$ cat config.mk
export PLATFORM = sky130hd
export DESIGN_NAME = alu_seq_flat
export DESIGN_NICKNAME = d
export VERILOG_FILES = /design/src/rtl/alu_seq_if.sv /design/src/rtl/alu_seq.sv /design/src/flat_wrapper.sv
export SDC_FILE = /design/constraint.sdc
export NUM_CORES = 1
export LEC_CHECK = 0
export CORE_UTILIZATION = 39
export DETAILED_ROUTE_END_ITERATION = 7
export SLEW_MARGIN = 5
export SYNTH_ARGS = -nofsm -noshare
export SYNTH_HDL_FRONTEND = slang
export SYNTH_SLANG_ARGS = --single-unit
$ cat constraint.sdc
create_clock -name clk -period 3 [get_ports clk]
set_clock_uncertainty 0.15 [all_clocks]
set_input_delay 0.6 -clock clk [delete_from_list [all_inputs] [get_ports clk]]
set_output_delay 0.6 -clock clk [all_outputs]
set_load 0.005 [all_outputs]
$ cat src/rtl/alu_seq_if.sv
// Bundles the command channel, ALU request/result port and debug/status signals of alu_seq.
// ALU_SEQ_FLAGS_EN adds the flag_z/flag_n status signals.
interface alu_seq_if #(
    parameter int unsigned DW = 8
);
    logic          cmd_valid;
    logic          cmd_ready;
    logic          cmd_ld;
    logic [2:0]    cmd_op;
    logic [2:0]    cmd_srca;
    logic [2:0]    cmd_srcb;
    logic [2:0]    cmd_dst;
    logic [DW-1:0] cmd_imm;
    logic [DW-1:0] alu_a;
    logic [DW-1:0] alu_b;
    logic [2:0]    alu_sel;
    logic [2:0]    alu_addr;
    logic          alu_en;
    logic [DW-1:0] alu_out;
    logic [2:0]    alu_out_addr;
    logic [2:0]    rd_addr;
    logic [DW-1:0] rd_data;
    logic          done;
    logic          err;
`ifdef ALU_SEQ_FLAGS_EN
    logic          flag_z;
    logic          flag_n;
`endif

    // Sequencer view
    modport slave (
        input  cmd_valid, cmd_ld, cmd_op, cmd_srca, cmd_srcb, cmd_dst, cmd_imm,
        input  alu_out, alu_out_addr, rd_addr,
`ifdef ALU_SEQ_FLAGS_EN
        output flag_z, flag_n,
`endif
        output cmd_ready, alu_a, alu_b, alu_sel, alu_addr, alu_en, rd_data, done, err
    );

    // Command source / ALU / debug view
    modport master (
        output cmd_valid, cmd_ld, cmd_op, cmd_srca, cmd_srcb, cmd_dst, cmd_imm,
        output alu_out, alu_out_addr, rd_addr,
`ifdef ALU_SEQ_FLAGS_EN
        input  flag_z, flag_n,
`endif
        input  cmd_ready, alu_a, alu_b, alu_sel, alu_addr, alu_en, rd_data, done, err
    );
endinterface

$ cat src/rtl/alu_seq.sv
// ALU command sequencer with 8-entry register file: loads, operand issue, result write-back.
// Optional ALU_SEQ_FLAGS_EN adds registered zero/negative flags of the last written value.
module alu_seq #(
    parameter int unsigned DW = 8
) (
    input  logic     clk,
    input  logic     rst_n,
    alu_seq_if.slave bus
);
    typedef enum logic [1:0] {StIdle, StIssue, StCapture} state_e;

    state_e                 r_state;
    state_e                 w_state_d;
    logic [7:0][DW-1:0]     r_rf;
    logic [2:0]             r_dst;
    logic [DW-1:0]          r_alu_a;
    logic [DW-1:0]          r_alu_b;
    logic [2:0]             r_alu_sel;
    logic [2:0]             r_alu_addr;
    logic                   r_alu_en;
    logic                   r_done;
    logic                   r_err;
    logic                   w_accept_op;
    logic                   w_we;
    logic [2:0]             w_waddr;
    logic [DW-1:0]          w_wdata;

    always_ff @(posedge clk or negedge rst_n) begin
        if (!rst_n) begin
            r_state <= StIdle;
        end else begin
            r_state <= w_state_d;
        end
    end

    // Loads write at the accept edge; ops write back from CAPTURE.
    always_comb begin
        w_state_d   = r_state;
        w_accept_op = 1'b0;
        w_we        = 1'b0;
        w_waddr     = bus.cmd_dst;
        w_wdata     = bus.cmd_imm;
        unique case (r_state)
            StIdle: begin
                if (bus.cmd_valid) begin
                    if (bus.cmd_ld) begin
                        w_we = 1'b1;
                    end else begin
                        w_accept_op = 1'b1;
                        w_state_d   = StIssue;
                    end
                end
            end
            StIssue: begin
                w_state_d = StCapture;
            end
            StCapture: begin
                w_we      = 1'b1;
                w_waddr   = r_dst;
                w_wdata   = bus.alu_out;
                w_state_d = StIdle;
            end
            default: begin
                w_state_d = StIdle;
            end
        endcase
    end

    always_ff @(posedge clk or negedge rst_n) begin
        if (!rst_n) begin
            r_rf       <= '0;
            r_dst      <= '0;
            r_alu_a    <= '0;
            r_alu_b    <= '0;
            r_alu_sel  <= '0;
            r_alu_addr <= '0;
            r_alu_en   <= 1'b0;
            r_done     <= 1'b0;
            r_err      <= 1'b0;
        end else begin
            r_alu_en <= w_accept_op;
            r_done   <= w_we;
            if (w_we) begin
                r_rf[w_waddr] <= w_wdata;
            end
            // Operands captured at accept, so src == dst sees the pre-op value.
            if (w_accept_op) begin
                r_alu_a    <= r_rf[bus.cmd_srca];
                r_alu_b    <= r_rf[bus.cmd_srcb];
                r_alu_sel  <= bus.cmd_op;
                r_alu_addr <= bus.cmd_dst;
                r_dst      <= bus.cmd_dst;
            end
            if ((r_state == StCapture) && (bus.alu_out_addr != r_dst)) begin
                r_err <= 1'b1;
            end
        end
    end

`ifdef ALU_SEQ_FLAGS_EN
    logic r_flag_z;
    logic r_flag_n;

    always_ff @(posedge clk or negedge rst_n) begin
        if (!rst_n) begin
            r_flag_z <= 1'b0;
            r_flag_n <= 1'b0;
        end else if (w_we) begin
            r_flag_z <= (w_wdata == '0);
            r_flag_n <= w_wdata[DW-1];
        end
    end

    assign bus.flag_z = r_flag_z;
    assign bus.flag_n = r_flag_n;
`endif

    assign bus.cmd_ready = (r_state == StIdle);
    assign bus.alu_a     = r_alu_a;
    assign bus.alu_b     = r_alu_b;
    assign bus.alu_sel   = r_alu_sel;
    assign bus.alu_addr  = r_alu_addr;
    assign bus.alu_en    = r_alu_en;
    assign bus.rd_data   = r_rf[bus.rd_addr];
    assign bus.done      = r_done;
    assign bus.err       = r_err;
endmodule

$ cat src/flat_wrapper.sv
// flat-port wrapper written by rule: the top's interface ports become plain ports
module alu_seq_flat 
#(
    parameter int unsigned DW = 8
)
  (clk, rst_n, bus_cmd_valid, bus_cmd_ld, bus_cmd_op, bus_cmd_srca, bus_cmd_srcb, bus_cmd_dst, bus_cmd_imm, bus_alu_out, bus_alu_out_addr, bus_rd_addr, bus_cmd_ready, bus_alu_a, bus_alu_b, bus_alu_sel, bus_alu_addr, bus_alu_en, bus_rd_data, bus_done, bus_err);
  alu_seq_if #(.DW(DW)) bus_i ();
  input  logic clk;
  input  logic rst_n;
  input wire logic [$bits(bus_i.cmd_valid)-1:0] bus_cmd_valid;
  input wire logic [$bits(bus_i.cmd_ld)-1:0] bus_cmd_ld;
  input wire logic [$bits(bus_i.cmd_op)-1:0] bus_cmd_op;
  input wire logic [$bits(bus_i.cmd_srca)-1:0] bus_cmd_srca;
  input wire logic [$bits(bus_i.cmd_srcb)-1:0] bus_cmd_srcb;
  input wire logic [$bits(bus_i.cmd_dst)-1:0] bus_cmd_dst;
  input wire logic [$bits(bus_i.cmd_imm)-1:0] bus_cmd_imm;
  input wire logic [$bits(bus_i.alu_out)-1:0] bus_alu_out;
  input wire logic [$bits(bus_i.alu_out_addr)-1:0] bus_alu_out_addr;
  input wire logic [$bits(bus_i.rd_addr)-1:0] bus_rd_addr;
  output wire logic [$bits(bus_i.cmd_ready)-1:0] bus_cmd_ready;
  output wire logic [$bits(bus_i.alu_a)-1:0] bus_alu_a;
  output wire logic [$bits(bus_i.alu_b)-1:0] bus_alu_b;
  output wire logic [$bits(bus_i.alu_sel)-1:0] bus_alu_sel;
  output wire logic [$bits(bus_i.alu_addr)-1:0] bus_alu_addr;
  output wire logic [$bits(bus_i.alu_en)-1:0] bus_alu_en;
  output wire logic [$bits(bus_i.rd_data)-1:0] bus_rd_data;
  output wire logic [$bits(bus_i.done)-1:0] bus_done;
  output wire logic [$bits(bus_i.err)-1:0] bus_err;
  assign bus_i.cmd_valid = bus_cmd_valid;
  assign bus_i.cmd_ld = bus_cmd_ld;
  assign bus_i.cmd_op = bus_cmd_op;
  assign bus_i.cmd_srca = bus_cmd_srca;
  assign bus_i.cmd_srcb = bus_cmd_srcb;
  assign bus_i.cmd_dst = bus_cmd_dst;
  assign bus_i.cmd_imm = bus_cmd_imm;
  assign bus_i.alu_out = bus_alu_out;
  assign bus_i.alu_out_addr = bus_alu_out_addr;
  assign bus_i.rd_addr = bus_rd_addr;
  assign bus_cmd_ready = bus_i.cmd_ready;
  assign bus_alu_a = bus_i.alu_a;
  assign bus_alu_b = bus_i.alu_b;
  assign bus_alu_sel = bus_i.alu_sel;
  assign bus_alu_addr = bus_i.alu_addr;
  assign bus_alu_en = bus_i.alu_en;
  assign bus_rd_data = bus_i.rd_data;
  assign bus_done = bus_i.done;
  assign bus_err = bus_i.err;
  alu_seq #(.DW(DW)) u_core (.clk(clk), .rst_n(rst_n), .bus(bus_i));
endmodule
==> impl_metrics.env, run 1 <==
export IMPL_status="completed"
export IMPL_hp_class="input pin to asynchronous set/reset pin"
export IMPL_tritoncts="built"
export IMPL_cp_end_kind="output pin"
export IMPL_hold_violations=0
export IMPL_cp_required_ns=2.25
export IMPL_synth_edf_count=0
export IMPL_slew_headroom_pct=68.0
export IMPL_p_int_mw=3.33
export IMPL_critPathKind="input pin to output pin"
export IMPL_synth_xor_area_share_pct=0.510
export IMPL_r2r_start="u_core.r_state[1]"
export IMPL_setup_slack_ns=0.0671
export IMPL_grt_start_max_net_pins=60
export IMPL_vias=3720
export IMPL_rsz0062_at_grt="false"
export IMPL_hpwl_um=9180
export IMPL_path_clk_slew_ns=0.06
export IMPL_final_cells=676
export IMPL_p_leak_nw=2.84
export IMPL_grtUsageTotal_pct=22.3
export IMPL_ant_nets=0
export IMPL_startpoint="bus_rd_addr[0]"
export IMPL_drt_pass1_iter_count=4
export IMPL_ys_ff_latch=91
export IMPL_nets=538
export IMPL_routed_wl_um=13900
export IMPL_cpLargestDelayFamily="buffers and inverters"
export IMPL_drc=0
export IMPL_synth_main_ff_cell="dfrtp_1"
export IMPL_crit_arrival_ns=2.18
export IMPL_dp_slack_ns=-0.336
export IMPL_swShare_pct=30.9
export IMPL_fin_crit_ns=2.93
export IMPL_syn_inst=423
export IMPL_grt_pass1_wl_um=21300
export IMPL_cts_max_level=3
export IMPL_fin_crit_sh_pct=97.8
export IMPL_slowest_delay_ns=0.49
export IMPL_pin_count=72
export IMPL_num_antenna_cells=0
export IMPL_power_density_nw_per_um2=743
export IMPL_initial_core_util_pct=40.5
export IMPL_hold_buffers=0
export IMPL_grt_pass1_vias=3753
export IMPL_io_buffer_count=71
export IMPL_switching_power_mw=1.49
export IMPL_seqPwrFrac_pct=44.2
export IMPL_syn_area_sq_um=5150
export IMPL_fin_util_pct=51.0
export IMPL_p_clk_share_pct=23.2
export IMPL_grt_overflow_total=0
export IMPL_crit_buf_inv=3
export IMPL_fp_dieArea_sq_um=13700
export IMPL_fmax_ghz=0.341
export IMPL_comb_power_share_pct=32.6
export IMPL_synth_top_family_by_area="multiplexers"
export IMPL_syn_avg_cell_area_sq_um=12.2
export IMPL_yosysUniqueCellTypes=30
export IMPL_setup_violations_final=0
export IMPL_ff_latch_area_sq_um=2280
export IMPL_drt_vias_per_instance=5.50
export IMPL_worst_setup_path_start_kind="input pin"
export IMPL_synthToLayoutAreaGrowth_pct=25.9
export IMPL_yosys_area_share_simple_pct=9.57
export IMPL_synth_fa_ha_area_share_pct=0
export IMPL_stdcell_area_sq_um=6480
export IMPL_dp_cells=659
export IMPL_slew_violations=0
export IMPL_wl_per_cell_um=20.6
export IMPL_multiInputGateArea_sq_um=2730
export IMPL_fp_dieW_um=117
export IMPL_clk_path_buf_depth=2
export IMPL_clock_sinks=91
export IMPL_tightest_slew_ns=0.480
export IMPL_vdd_drop_max_mv=0.324
export IMPL_rows=41
export IMPL_clk_latency_ns=0.35
export IMPL_core_area_sq_um=12700
export IMPL_cts_root_buf="clkbuf_16"
export IMPL_worst_path_max_fanout=8
export IMPL_drv_cap=0
export IMPL_die_h_um=117
export IMPL_yosys_warnings=0
export IMPL_synth_area_mux_share_pct=37.6
export IMPL_total_power_mw=4.82
export IMPL_final_setup_tns_ns=0
export IMPL_async_flop_share_pct=100
export IMPL_cts_made_buffers=9
export IMPL_drt_initial_drc_count=223
export IMPL_hold_ws_ns=0.0467
export IMPL_seq_area_frac_synth_pct=44.2
export IMPL_routabilityCongestion=0.821
export IMPL_synth_compound_area_share_pct=5.44
export IMPL_fill_cells=1153
export IMPL_crit_chain="buf_2, buf_12, mux4_2, mux2_2, clkdlybuf4s50_1"
export IMPL_crit_path_top_delay_cell="mux4_2"
export IMPL_syn_nets=461
export IMPL_antenna_found_initial=0
export IMPL_post_route_cells_drive_above_1_share_pct=27.6
export IMPL_place_area_sq_um=6140
## routing by layer
layer | GRT usage [%] | wire, um | up-vias
met4 | 10.0 | 336 | 0
met2 | 35.8 | 6430 | 127
met1 | 29.4 | 6200 | 1856
met5 | 0 | 0 | -
li1 | - | - | 1713
met3 | 4.27 | 970 | 24
## timing repair
action,CTS,global route
setup endpoints to repair,8,2
setup buffers,0,0
gates cloned,2,0
gates resized for setup,7,1
## placed cells by master (no fill, tap or decap), drive strengths merged
| master | n |
|---|---|
| a21o | 1 |
| a21oi | 3 |
| a22oi | 32 |
| and2 | 2 |
| buf | 25 |
| bufbuf | 1 |
| bufinv | 1 |
| clkbuf | 10 |
| clkdlybuf4s15 | 1 |
| clkdlybuf4s50 | 66 |
| clkinv | 2 |
| clkinvlp | 2 |
| dfrtp | 91 |
| inv | 2 |
| mux2 | 80 |
| mux2i | 66 |
| mux4 | 16 |
| nand2 | 59 |
| nand2b | 3 |
| nand3 | 17 |
| nand3b | 1 |
| nand4b | 1 |
| nand4bb | 3 |
| nor2 | 6 |
| nor2b | 8 |
| o21ai | 2 |
| xnor2 | 3 |
## layout make-up
cell class,instances,share of cell area (%)
Clock buffer,10,3.53
Inverter,2,0.116
Clock inverter,5,0.849
Multi-Input combinational cell,303,42.2
Timing Repair Buffer,93,14.9
Sequential cell,91,35.1
Tap cell,172,3.32
## worst paths after layout
| check | endpoint | slack (ns) | cells past startpoint |
|---|---|---|---|
| worst min-delay path | u_core.r_rf[22] | 0.05 | 1 |
| max in group asynchronous | u_core.bus.alu_a[2] | 2.00 | 2 |
| worst min register to register | u_core.bus.err | 0.31 | 1 |
| min in group clk | u_core.bus.err | 0.31 | 1 |
| worst max-delay path | bus_rd_data[7] | 0.07 | 5 |
| worst max register to register | u_core.r_rf[60] | 0.80 | 4 |
## cells by family after synthesis
kind of cell           count (synthesis)
AND/OR/NAND/NOR                      100
multiplexers                         162
AO/OA/AOI/OAI                         38
flip-flops                            91
XOR/XNOR                               3
buffers and inverters                 29
## cells in the mapped netlist (2+ instances only)
master	count	area [sq um]
mux2_2	73	822
a21oi_2	2	17.5
nor2_1	6	22.5
clkbuf_1	6	22.5
a22oi_1	32	240
mux2i_1	65	651
nand4bb_1	3	33.8
o21ai_1	2	10.0
nand2_1	53	199
buf_1	7	26.3
nand3_1	17	85.1
dfrtp_1	91	2280
nand2b_1	3	18.8
mux2_1	7	78.8
nand2_2	4	25.0
buf_2	11	55.1
nand2_4	2	22.5
mux4_2	16	360
nor2b_1	7	43.8
buf_4	2	15.0
xnor2_1	3	26.3
and2_1	2	12.5
inv_1	2	7.51
## flip-flops by register name (all words and copies together) (netlist names)
name and count:
u_core.bus.alu_a 8, u_core.bus.alu_b 8, u_core.bus.alu_en 1, u_core.bus.alu_sel 3
u_core.bus.done 1, u_core.bus.err 1, u_core.r_dst 3, u_core.r_rf 64
u_core.r_state 2
## power groups by stage
stage	sequential [mW]	clock (mW)	combinational, mW
final	2.13	1.12	1.57
after global placement	2.12	0	1.52
after detailed placement	2.14	0	1.58
after floorplan	2.00	0	1.03
after global routing	2.20	1.20	1.73
after CTS	2.11	1.15	1.59
Power figures use the tool's default switching activity.
==> inputs of run 2 (changes only) <==
--- a/config.mk
+++ b/config.mk
@@ -5,9 +5,10 @@
 export SDC_FILE = /design/constraint.sdc
 export NUM_CORES = 1
 export LEC_CHECK = 0
+export CAP_MARGIN = 30
 export CORE_UTILIZATION = 39
 export DETAILED_ROUTE_END_ITERATION = 7
-export SLEW_MARGIN = 5
+export SLEW_MARGIN = 20
 export SYNTH_ARGS = -nofsm -noshare
 export SYNTH_HDL_FRONTEND = slang
 export SYNTH_SLANG_ARGS = --single-unit
==> results of run 2 <==
Same layout as run 1: the final DEF is identical, and so are final timing and power.
==> inputs of run 3 (changes only) <==
--- a/config.mk
+++ b/config.mk
@@ -8,6 +8,7 @@
 export CAP_MARGIN = 30
 export CORE_UTILIZATION = 39
 export DETAILED_ROUTE_END_ITERATION = 7
+export PLACE_DENSITY = 0.69
 export SLEW_MARGIN = 20
 export SYNTH_ARGS = -nofsm -noshare
 export SYNTH_HDL_FRONTEND = slang
==> run 3 against run 2 <==
Utilization is 0.37 points higher. Final cell count up 0.44%. Global-route usage decreased by 0.55 points. Critical endpoint unchanged.
==> impl_metrics.env, run 3 (synthesis results as in run 1) <==
export IMPL_slew_violations=0
export IMPL_drc=0
export IMPL_setup_violations_final=0
export IMPL_clk_latency_ns=0.35
export IMPL_clock_sinks=91
export IMPL_worst_path_max_fanout=8
export IMPL_drt_pass1_iter_count=5
export IMPL_hold_ws_ns=0.324
export IMPL_cts_max_level=3
export IMPL_p_clk_share_pct=23.6
export IMPL_place_area_sq_um=6160
export IMPL_crit_arrival_ns=2.19
export IMPL_status="completed"
export IMPL_regMostFlops="u_core.r_rf"
export IMPL_initial_core_util_pct=40.5
export IMPL_drt_initial_drc_count=336
export IMPL_antenna_found_initial=0
export IMPL_synthToLayoutAreaGrowth_pct=26.9
export IMPL_stdcell_area_sq_um=6530
export IMPL_rsz0062_at_grt="false"
export IMPL_setup_slack_ns=0.0567
export IMPL_fmax_ghz=0.340
export IMPL_multiInputGateArea_sq_um=2730
export IMPL_power_density_nw_per_um2=746
export IMPL_layout_common_cells="91 x dfrtp_1, 73 x mux2_2, 66 x clkdlybuf4s50_1"
export IMPL_drv_cap=0
export IMPL_die_h_um=117
export IMPL_comb_power_share_pct=32.8
export IMPL_num_antenna_cells=0
export IMPL_routed_wl_um=13900
export IMPL_worst_setup_path_start_kind="input pin"
export IMPL_grtUsageTotal_pct=21.8
export IMPL_switching_power_mw=1.52
export IMPL_ant_nets=0
export IMPL_fill_cells=1156
export IMPL_hp_class="flip-flop to flip-flop"
export IMPL_cts_root_buf="clkbuf_16"
export IMPL_io_buffer_count=71
export IMPL_fin_crit_ns=2.94
export IMPL_hpwl_um=9230
export IMPL_grt_pass1_wl_um=21300
export IMPL_grt_start_max_net_pins=69
export IMPL_cp_required_ns=2.25
export IMPL_final_common_cell="dfrtp_1"
export IMPL_vias=3842
export IMPL_routabilityCongestion=0.867
export IMPL_tightest_slew_ns=0.673
export IMPL_p_int_mw=3.35
export IMPL_drt_vias_per_instance=5.66
export IMPL_swShare_pct=31.3
export IMPL_final_setup_tns_ns=0
export IMPL_hold_violations=0
export IMPL_ff_latch_area_sq_um=2280
export IMPL_cts_made_buffers=9
export IMPL_critPathKind="input pin to output pin"
export IMPL_grt_pass1_vias=3817
export IMPL_wl_per_cell_um=20.4
export IMPL_post_route_cells_drive_above_1_share_pct=28.0
export IMPL_total_power_mw=4.87
export IMPL_fp_dieArea_sq_um=13700
export IMPL_fp_dieW_um=117
export IMPL_seqPwrFrac_pct=43.6
export IMPL_fin_crit_sh_pct=98.1
export IMPL_nets=540
export IMPL_vdd_drop_max_mv=0.331
export IMPL_dp_slack_ns=-0.332
export IMPL_cp_end_kind="output pin"
export IMPL_slew_headroom_pct=55.1
export IMPL_rows=41
export IMPL_largest_reg_flops=64
export IMPL_core_area_sq_um=12700
export IMPL_clk_path_buf_depth=2
export IMPL_p_leak_nw=2.86
export IMPL_grt_overflow_total=0
export IMPL_path_clk_slew_ns=0.07
export IMPL_pin_count=72
export IMPL_tritoncts="built"
==> run 3: cell types whose count changed in the layout (fill, tap and decap cells not counted) <==
cell | previous run | this run
clkinv_2 | 2 | 1
dlygate4sd3_1 | 0 | 1
clkbuf_1 | 1 | 0
buf_12 | 5 | 6
inv_6 | 0 | 1
clkinv_4 | 0 | 2
==> run 3: final cells by class <==
| class | instances | share of cell area (%) |
|---|---|---|
| inverter | 2 | 0.115 |
| multi-input combinational | 303 | 41.9 |
| tap | 172 | 3.30 |
| timing repair buffer | 95 | 15.2 |
| clock buffer | 9 | 3.45 |
| sequential | 91 | 34.9 |
| clock inverter | 7 | 1.17 |
==> run 3: timing repair <==
item,CTS,global route
cloned,2,0
setup buffers,0,0
hold buffers,1,0
endpoints found under the setup margin,8,4
resized for setup,7,1
endpoints found under the hold margin,23,0
==> run 3: power groups by stage <==
| stage | combinational, mW | sequential (mW) | clock [mW] |
|---|---|---|---|
| after floorplan | 1.03 | 2.00 | 0 |
| after global placement | 1.52 | 2.10 | 0 |
| after detailed placement | 1.59 | 2.13 | 0 |
| after CTS | 1.61 | 2.11 | 1.17 |
| after global routing | 1.74 | 2.19 | 1.22 |
| final | 1.60 | 2.12 | 1.15 |
==> run 3: per-layer routing <==
layer / track usage, % / routed length, um
met5: 0 / 0
met3: 5.92 / 1040
met2: 33.7 / 6360
met4: 6.75 / 184
met1: 29.8 / 6270
==> run 3: worst paths after layout <==
check	slack, ns	startpoint	cells after the start	to
worst max-delay path	0.06	bus_rd_addr[0]	5	bus_rd_data[7]
worst min register to register	0.32	u_core.bus.err	1	u_core.bus.err
worst min-delay path	0.32	u_core.bus.err	1	u_core.bus.err
worst max register to register	0.81	u_core.r_state[1]	4	u_core.r_rf[3]
min in group asynchronous	0.53	rst_n	2	u_core.r_dst[0]
max in group asynchronous	1.49	rst_n	3	u_core.r_rf[12]
==> run 3: stage by stage <==
step                      util [%]  cells
after global placement        48.5    660
after detailed placement      48.5    660
after CTS                     51.3    679
after floorplan                  -    423
final                         51.3    679
after global routing          51.3    679
==> run 3: worst max-delay path, stage by stage <==
cell	delay, ns
buf_2	0.16
buf_12	0.17
mux4_2	0.51
mux2_2	0.30
clkdlybuf4s50_1	0.45
